### config.mk
export PLATFORM = sky130hd
export DESIGN_NAME = uart_tx_fifo
export DESIGN_NICKNAME = d
export VERILOG_FILES = /design/src/rtl/uart_tx_fifo.sv
export SDC_FILE = /design/constraint.sdc
export NUM_CORES = 1
export LEC_CHECK = 0
export ABC_CLOCK_PERIOD_IN_PS = 5290
export CAP_MARGIN = 5
export CORE_ASPECT_RATIO = 1.1
export CORE_MARGIN = 2
export CORE_UTILIZATION = 23
export DETAILED_ROUTE_END_ITERATION = 7
export PLACE_DENSITY = 0.34
export SYNTH_ARGS = -nofsm -noshare
export SYNTH_HDL_FRONTEND = slang
export SYNTH_SLANG_ARGS = --single-unit
### constraint.sdc
create_clock -name clk -period 5.29 [get_ports clk]
set_input_delay 0.529 -clock clk [delete_from_list [all_inputs] [get_ports clk]]
set_output_delay 0.529 -clock clk [all_outputs]
set_load 0.1 [all_outputs]
### src/rtl/uart_tx_fifo.sv
// UART transmitter with a built-in transmit FIFO and a configurable frame format.
// Producers push characters with a one-cycle strobe; frames go out back-to-back while data is queued.
module uart_tx_fifo #(
    parameter int CLK_FREQ   = 27_000_000,
    parameter int BOUD_RATE  = 115200,
    parameter int DATA_BITS  = 8,
    parameter int PARITY     = 0,
    parameter int STOP_BITS  = 1,
    parameter int FIFO_DEPTH = 16
) (
    input  logic                                 clk,
    input  logic                                 rst,
    input  logic                                 wr_en,
    input  logic [DATA_BITS-1:0]                 wr_data,
    output logic                                 full,
    output logic                                 empty,
    output logic [$clog2(FIFO_DEPTH+1)-1:0]      count,
    output logic                                 overflow,
    output logic                                 tx_pin,
    output logic                                 busy
);

    localparam int CYCLE = CLK_FREQ / BOUD_RATE;
    localparam int TW    = (CYCLE > 2) ? $clog2(CYCLE) : 1;
    localparam int BW    = $clog2(DATA_BITS);
    localparam int PW    = (FIFO_DEPTH > 2) ? $clog2(FIFO_DEPTH) : 1;
    localparam int CW    = $clog2(FIFO_DEPTH + 1);

    if (PARITY < 0 || PARITY > 2) begin : gBadParity
        $error("uart_tx_fifo: PARITY must be 0, 1 or 2");
    end
    if (STOP_BITS != 1 && STOP_BITS != 2) begin : gBadStop
        $error("uart_tx_fifo: STOP_BITS must be 1 or 2");
    end
    if (DATA_BITS < 5 || DATA_BITS > 9) begin : gBadData
        $error("uart_tx_fifo: DATA_BITS must be within 5..9");
    end
    if (CYCLE < 2) begin : gBadCycle
        $error("uart_tx_fifo: CLK_FREQ/BOUD_RATE must be at least 2");
    end
    if (FIFO_DEPTH < 2 || (FIFO_DEPTH & (FIFO_DEPTH - 1)) != 0) begin : gBadDepth
        $error("uart_tx_fifo: FIFO_DEPTH must be a power of two and at least 2");
    end

    typedef enum logic [2:0] {
        ST_IDLE,
        ST_START,
        ST_DATA,
        ST_PARITY,
        ST_STOP
    } state_t;

    logic [DATA_BITS-1:0] mem_q [FIFO_DEPTH];
    logic [PW-1:0]        wrPtr_q, wrPtr_d;
    logic [PW-1:0]        rdPtr_q, rdPtr_d;
    logic [CW-1:0]        count_q, count_d;
    logic                 overflow_q;

    state_t               state_q;
    logic [TW-1:0]        timer_q;
    logic [BW-1:0]        bitIdx_q;
    logic                 stopIdx_q;
    logic [DATA_BITS-1:0] shift_q;
    logic                 parity_q;
    logic                 tx_q;
    logic                 busy_q;

    logic                 fifoFull, fifoEmpty;
    logic                 push, pop;
    logic                 bitEnd, frameEnd;
    logic [DATA_BITS-1:0] headData;
    logic                 headParity;

    assign fifoFull   = (count_q == CW'(FIFO_DEPTH));
    assign fifoEmpty  = (count_q == '0);
    assign bitEnd     = (timer_q == TW'(CYCLE - 1));
    assign frameEnd   = (state_q == ST_STOP) && bitEnd && (stopIdx_q == 1'(STOP_BITS - 1));
    // The FSM consumes the head either from idle or straight at the end of the last stop bit.
    assign pop        = !fifoEmpty && ((state_q == ST_IDLE) || frameEnd);
    assign push       = wr_en && !fifoFull;
    assign headData   = mem_q[rdPtr_q];
    assign headParity = (PARITY == 1) ? ~^headData : ^headData;

    always_comb begin
        wrPtr_d = wrPtr_q;
        rdPtr_d = rdPtr_q;
        count_d = count_q;
        if (push) begin
            wrPtr_d = wrPtr_q + PW'(1);
        end
        if (pop) begin
            rdPtr_d = rdPtr_q + PW'(1);
        end
        case ({push, pop})
            2'b10:   count_d = count_q + CW'(1);
            2'b01:   count_d = count_q - CW'(1);
            default: count_d = count_q;
        endcase
    end

    always_ff @(posedge clk or posedge rst) begin
        if (rst) begin
            wrPtr_q    <= '0;
            rdPtr_q    <= '0;
            count_q    <= '0;
            overflow_q <= 1'b0;
        end else begin
            wrPtr_q    <= wrPtr_d;
            rdPtr_q    <= rdPtr_d;
            count_q    <= count_d;
            overflow_q <= wr_en && fifoFull;
        end
    end

    always_ff @(posedge clk) begin
        if (push) begin
            mem_q[wrPtr_q] <= wr_data;
        end
    end

    always_ff @(posedge clk or posedge rst) begin
        if (rst) begin
            state_q   <= ST_IDLE;
            timer_q   <= '0;
            bitIdx_q  <= '0;
            stopIdx_q <= 1'b0;
            shift_q   <= '0;
            parity_q  <= 1'b0;
            tx_q      <= 1'b1;
            busy_q    <= 1'b0;
        end else begin
            case (state_q)
                ST_IDLE: begin
                    tx_q <= 1'b1;
                    if (pop) begin
                        shift_q  <= headData;
                        parity_q <= headParity;
                        timer_q  <= '0;
                        tx_q     <= 1'b0;
                        busy_q   <= 1'b1;
                        state_q  <= ST_START;
                    end
                end
                ST_START: begin
                    if (bitEnd) begin
                        timer_q <= '0;
                        tx_q    <= shift_q[0];
                        state_q <= ST_DATA;
                    end else begin
                        timer_q <= timer_q + TW'(1);
                    end
                end
                ST_DATA: begin
                    if (bitEnd) begin
                        timer_q <= '0;
                        if (bitIdx_q == BW'(DATA_BITS - 1)) begin
                            bitIdx_q  <= '0;
                            stopIdx_q <= 1'b0;
                            if (PARITY != 0) begin
                                tx_q    <= parity_q;
                                state_q <= ST_PARITY;
                            end else begin
                                tx_q    <= 1'b1;
                                state_q <= ST_STOP;
                            end
                        end else begin
                            bitIdx_q <= bitIdx_q + BW'(1);
                            shift_q  <= shift_q >> 1;
                            tx_q     <= shift_q[1];
                        end
                    end else begin
                        timer_q <= timer_q + TW'(1);
                    end
                end
                ST_PARITY: begin
                    if (bitEnd) begin
                        timer_q   <= '0;
                        stopIdx_q <= 1'b0;
                        tx_q      <= 1'b1;
                        state_q   <= ST_STOP;
                    end else begin
                        timer_q <= timer_q + TW'(1);
                    end
                end
                ST_STOP: begin
                    if (bitEnd) begin
                        timer_q <= '0;
                        if (!frameEnd) begin
                            stopIdx_q <= 1'b1;
                        end else if (pop) begin
                            stopIdx_q <= 1'b0;
                            shift_q   <= headData;
                            parity_q  <= headParity;
                            tx_q      <= 1'b0;
                            state_q   <= ST_START;
                        end else begin
                            stopIdx_q <= 1'b0;
                            busy_q    <= 1'b0;
                            state_q   <= ST_IDLE;
                        end
                    end else begin
                        timer_q <= timer_q + TW'(1);
                    end
                end
                default: begin
                    tx_q    <= 1'b1;
                    busy_q  <= 1'b0;
                    state_q <= ST_IDLE;
                end
            endcase
        end
    end

    assign full     = fifoFull;
    assign empty    = fifoEmpty;
    assign count    = count_q;
    assign overflow = overflow_q;
    assign tx_pin   = tx_q;
    assign busy     = busy_q;

endmodule

==> results.ini, run 1 <==
[power]
ir_worst_vdd_v = 0.000295
power_per_cell_area_mw_per_mm2 = 527
leakage_nw = 2.99
p_total_w = 0.00440

[sta]
finalCriticalPeriod_ns = 3.60
hold_viol = 0
fmax_ghz = 0.278
finalCritPeriodShare_pct = 68.0
fin_skew_ns = 0.0134
grt_setup_unrepaired = no
finalSetupViolations = 0
max_slew_margin_pct = 28.1
fin_setup_tns_ns = 0
tightest_slew_ns = 1.08
drv_slew = 0

[placed_design]
place_congestion = 0.705
dp_hpwl_mm = 10.7
portBuffers = 20
placed_cells = 891

[min_path]
hold_class = reg -> reg

[clock_network]
post-cts-setup-buffers = 0
cts_sinks = 167
clockBufferDepth = 2
clkTransAtPathRegs_ns = 0.08
cts.htree.levels = 4
root_buffer = clkbuf_16
cts_hold_buf = 0
numCtsBuffers = 17
tritoncts = done
clk_latency_ns = 0.43
post_cts_resized = 0

[routing]
dr.pass1.iters = 4
vias = 3912
ant_nets = 0
drt-total-wl_mm = 16.7
post_drt_wl_per_cell_um = 18.1
first_iter_violations = 172
drcViolationCount = 0
viasPerCell = 4.24

[synthesis]
yosysSeqAreaShare_pct = 68.1
syn_area_mm2 = 0.00708
yosys_warnings = 0
synth_cells = 475
async_flop_share_pct = 23.4
synth.distinct_cells = 52
synthesis.nets = 500
synth-edff-count = 128
ys_seq_elements = 167
ys.flop_type = edfxtp_1
syn_avg_cell_area_um2 = 14.9

[finish]
n_antenna_cell = 0
mostFrequentLayoutCells = edfxtp_1 (128), mux2i_1 (58), dfrtp_1 (37), a22oi_1 (28), nand2_1 (28)
nFillCells = 3101
postLayoutCoreUtil_pct = 27.5
syn_to_final_growth_pct = 18.0
instances_no_fill = 923
nNetsFinal = 521
mostFrequentLayoutCell = edfxtp_1
layout-drive-gt1-share_pct = 13.4

[die]
initial_utilization_pct = 23.3
core_mm2 = 0.0304
chipHeight_um = 188
die_w_um = 171
die_area_mm2 = 0.0322
rows = 67
pin_count = 21

[critical_path]
cp_max_fo = 5
startpoint_type = flop
required_ns = 4.76
critPathArrivalTime_ns = 3.07
end_kind = output pin
critPathKind = reg -> out

[global_route]
grt_pass1_wl_mm = 26.0
grt_antenna_before_repair = 0
grt_pass1_vias = 4079
grt_max_degree = 48
grt_usage_pct = 11.0
grt_overflow = 0

[run]
maxCapViolCount = 0

[run_status]
outcome = finished, final reports clean

cell usage after synthesis (3+ instances only):
cell type | count | area (um^2)
a21oi_1 | 7 | 35.0
a22oi_1 | 28 | 210
a32oi_1 | 7 | 61.3
and3_1 | 4 | 25.0
buf_2 | 11 | 55.1
clkbuf_1 | 6 | 22.5
dfrtp_1 | 38 | 951
edfxtp_1 | 128 | 3840
ha_1 | 13 | 163
inv_1 | 12 | 45.0
mux2_2 | 12 | 135
mux2i_1 | 58 | 581
mux4_2 | 4 | 90.1
nand2_1 | 28 | 105
nand2b_1 | 4 | 25.0
nand3_1 | 9 | 45.0
nand4_1 | 3 | 18.8
nor2_1 | 26 | 97.6
nor2b_1 | 3 | 18.8
nor3_1 | 8 | 40.0
o21ai_0 | 19 | 95.1
xnor2_1 | 9 | 78.8
xor2_1 | 4 | 35.0
power breakdown:
group	switching, W	leakage [nW]	internal, W
logic	0.000780	1.05	0.000493
clock network	0.000605	0.295	0.000641
registers	0.000254	1.64	0.00162
total	0.00164	2.99	0.00276
final cells by class:
type	instances	area, um^2	area share, %
Inverter	12	45.0	0.539
Tap cell	414	518	6.20
Clock inverter	15	179	2.14
Multi-Input combinational cell	275	2140	25.6
Timing Repair Buffer	23	223	2.67
Clock buffer	17	425	5.09
Sequential cell	167	4820	57.8
final timing paths:
path | startpoint | endpoint | slack [ns] | cells after the start
setup / recovery | count[0] | empty | 1.69 | 4
hold / removal | tx_pin | tx_pin | 0.50 | 2
setup reg to reg | count[0] | count[4] | 1.97 | 12
hold reg to reg | tx_pin | tx_pin | 0.50 | 2
max in group asynchronous | rst | rdPtr_q[0] | 4.32 | 3
min in group asynchronous | rst | overflow | 0.53 | 3
through the flow:
step	instance area [um^2]	setup WS (ns)	hold slack, ns
3_5_place_dp	7750	1.97	0.498
4_1_cts	8350	1.68	0.515
6_report	8350	1.69	0.496
3_3_place_gp	7750	2.10	0.464
5_1_grt	8350	1.44	0.528
2_1_floorplan	7080	1.35	0.472
flip-flops by register name (all words and copies together), names as in the netlist:
name and flops:
bitIdx_q 3, busy 1, count 5, mem_q 128
overflow 1, rdPtr_q 4, shift_q 8, state_q 3
stopIdx_q 1, timer_q 8, tx_pin 1, wrPtr_q 4
metal layers:
metal / global-route usage, % / part of all wire [%] / wire [um]
met1: 14.0 / 45 / 7550
met2: 19.0 / 52 / 8700
met3: 2.47 / 1.8 / 309
met4: 2.74 / 0.96 / 160
met5: 0 / 0 / 0
logic make-up (layout without fill, tap and decap cells):
family,Yosys count,after routing,share of synthesized area [%]
AOI/OAI and AO/OA,75,75,7.37
and+or+nand+nor,99,99,6.93
xor gates and xnor gates,13,13,1.61
buffers and inverters,33,67,2.05
muxes,74,74,11.4
DFF,167,167,68.1
adders and majority gates,14,14,2.58
critical path, cell delays in order, from the launching register on:
cell and delay (ns):
dfrtp_1 0.47, nor4_1 0.57, nand2b_1 0.26, inv_1 0.17, clkdlybuf4s50_1 1.16
Note: power is estimated with default switching activity, not from simulation.
==> inputs of run 2 (changes only) <==
- ABC_CLOCK_PERIOD_IN_PS: 5290 -> 3300
- PLACE_DENSITY: 0.34 -> 0.35
- clock period: 5.29 -> 3.3 ns (I/O delays scaled with it)
==> results.ini, run 2 (synthesis gave the netlist of run 1 again) <==
[clock_network]
cts_hold_buf = 0  ; unchanged
cts_sinks = 167  ; unchanged
root_buffer = clkbuf_16
cts.htree.levels = 4  ; unchanged
numCtsBuffers = 17  ; unchanged
tritoncts = done
clockBufferDepth = 2  ; unchanged
clk_latency_ns = 0.43  ; about the same
clkTransAtPathRegs_ns = 0.07  ; about the same

[critical_path]
required_ns = 3.61  ; -1.15 ns
cp_common_cell = xor2_1
path_delay_family = simple AND/OR/NAND/NOR gates
cp_max_fo = 6  ; +1
critPathArrivalTime_ns = 3.23  ; +0.16 ns
end_kind = flop
crit_buf_inv = 2  ; unchanged
path_cells = nor4_2 > nand2b_1 > clkinvlp_4 > a211o_4 > inv_2 > ha_4 > fa_1 > a21o_1 > a21oi_1 > xor2_1 > nor2_1 > xor2_1
max_stage_delay_ns = 0.51  ; -0.65 ns
startpoint_type = flop
slowest_stage = dfrtp_4
critPathKind = reg -> reg

[die]
die_area_mm2 = 0.0322  ; unchanged
chipHeight_um = 188  ; unchanged
pin_count = 21  ; unchanged
rows = 67  ; unchanged
die_w_um = 171  ; unchanged
core_mm2 = 0.0304  ; unchanged
initial_utilization_pct = 23.3  ; unchanged

[finish]
largest_reg_flops = 128  ; unchanged
mostFrequentLayoutCell = edfxtp_1
fin_area_mm2 = 0.00854  ; +2.2%
instances_no_fill = 944  ; +2.3%
layout-drive-gt1-share_pct = 17.9  ; +4.6 points
regMostFlops = mem_q
nNetsFinal = 542  ; +4.0%
syn_to_final_growth_pct = 20.6
top_regs = mem_q x128, shift_q x8, timer_q x8
mostFrequentLayoutCells = edfxtp_1 (128), mux2i_1 (58), dfrtp_1 (32), a22oi_1 (28), nand2_1 (28)
n_antenna_cell = 0  ; unchanged

[global_route]
grt_overflow = 0  ; unchanged
grt_max_degree = 40  ; -17%
grt_usage_pct = 11.2  ; +0.12 points
grt_antenna_before_repair = 0  ; unchanged
grt_pass1_vias = 4208  ; +3.2%
grt_pass1_wl_mm = 26.0  ; -0.13%

[sta]
fin_setup_tns_ns = 0  ; unchanged
drv_slew = 0  ; unchanged
fin_skew_ns = 0.0144  ; +0.000993 ns
hold_viol = 0  ; unchanged
fmax_ghz = 0.343
finalCriticalPeriod_ns = 2.92
tightest_slew_ns = 0.980  ; -0.0974 ns
finalSetupViolations = 0  ; unchanged
finalCritPeriodShare_pct = 88.4
setup_ws_ns = 0.383  ; -1.31 ns
grt_setup_unrepaired = no
max_slew_margin_pct = 34.4  ; +6.3 points

[routing]
vias = 3980  ; +1.7%
viasPerCell = 4.22  ; -0.53%
dr.pass1.iters = 4  ; unchanged
post_drt_wl_per_cell_um = 17.9  ; -1.1%
drcViolationCount = 0  ; unchanged
drt-total-wl_mm = 16.9  ; +1.1%
first_iter_violations = 211  ; +23%
ant_nets = 0  ; unchanged

[placed_design]
dp_slack_ns = 0.203  ; -1.76 ns
place_area_mm2 = 0.00793  ; +2.4%
dp_hpwl_mm = 11.1  ; +3.8%
place_congestion = 0.737  ; +4.6%
placed_cells = 912  ; +2.4%
portBuffers = 20  ; unchanged

[run]
maxCapViolCount = 0  ; unchanged

[power]
leakage_nw = 3.08  ; +3.3%
power_per_cell_area_mw_per_mm2 = 841  ; +60%
p_total_w = 0.00718  ; +63%
ir_worst_vdd_v = 0.000288  ; -2.3%

[run_status]
outcome = finished, final reports clean

[min_path]
hold_class = in -> async

[run 2: cell types whose count changed in the layout (fill, tap and decap cells not counted), sizes merged]
cell           previous run  this run
buf                       3        26
clkinv                    8         3
clkdlybuf4s50            20        18
clkinvlp                  0         2
inv                      19        21
bufinv                    0         1
[run 2: what timing repair did]
action / in CTS / in global routing
setup buffers: 0 / 0
gates resized for setup: 0 / 1
endpoints found under the setup margin: 0 / 1
[run 2: layout make-up]
cell class	count	area [um^2]
Sequential cell	167	4840
Tap cell	414	518
Inverter	12	48.8
Timing Repair Buffer	44	388
Clock buffer	17	425
Multi-Input combinational cell	275	2140
Clock inverter	15	174
Fill cell	3068	21900
[run 2: stage by stage]
step                util [%]  hold WS (ns)
floorplan                  -         0.429
global placement        26.1         0.462
detailed placement      26.1         0.480
CTS                     28.0         0.458
global route            28.1         0.501
finish                  28.1         0.435
[run 2: final timing paths]
check,from,end,slack (ns),cells past startpoint
min,rst,overflow,0.43,2
max reg2reg,count[0],count[4],0.38,12
max,count[0],count[4],0.38,12
min reg2reg,tx_pin,tx_pin,0.49,2
max in group asynchronous,rst,rdPtr_q[0],2.16,2
min in group clk,tx_pin,tx_pin,0.49,2
[run 2: worst reg2reg max path, delay by kind of cell, from the launching register on]
family | cells | cell delay [ns]
AOI/OAI and AO/OA | 3 | 0.49
xor gates and xnor gates | 2 | 0.29
adders and majority gates | 2 | 0.59
buffers and inverters | 2 | 0.25
DFF | 1 | 0.51
and+or+nand+nor | 3 | 0.69
[run 2: power by group]
group / internal [W] / switching (W) / total (W) / leakage, nW
clock: 0.00109 / 0.000934 / 0.00202 / 0.293
sequential: 0.00262 / 0.000315 / 0.00294 / 1.63
combinational: 0.000866 / 0.00136 / 0.00222 / 1.16
total: 0.00458 / 0.00260 / 0.00718 / 3.08
[run 2: layer usage]
metal  part of all wire [%]  wire length [um]  global-route usage (%)
met5                      0                 0                       0
met4                    1.7               285                    3.85
met3                    2.3               393                    2.17
met2                     51              8610                    18.8
met1                     45              7610                    14.3
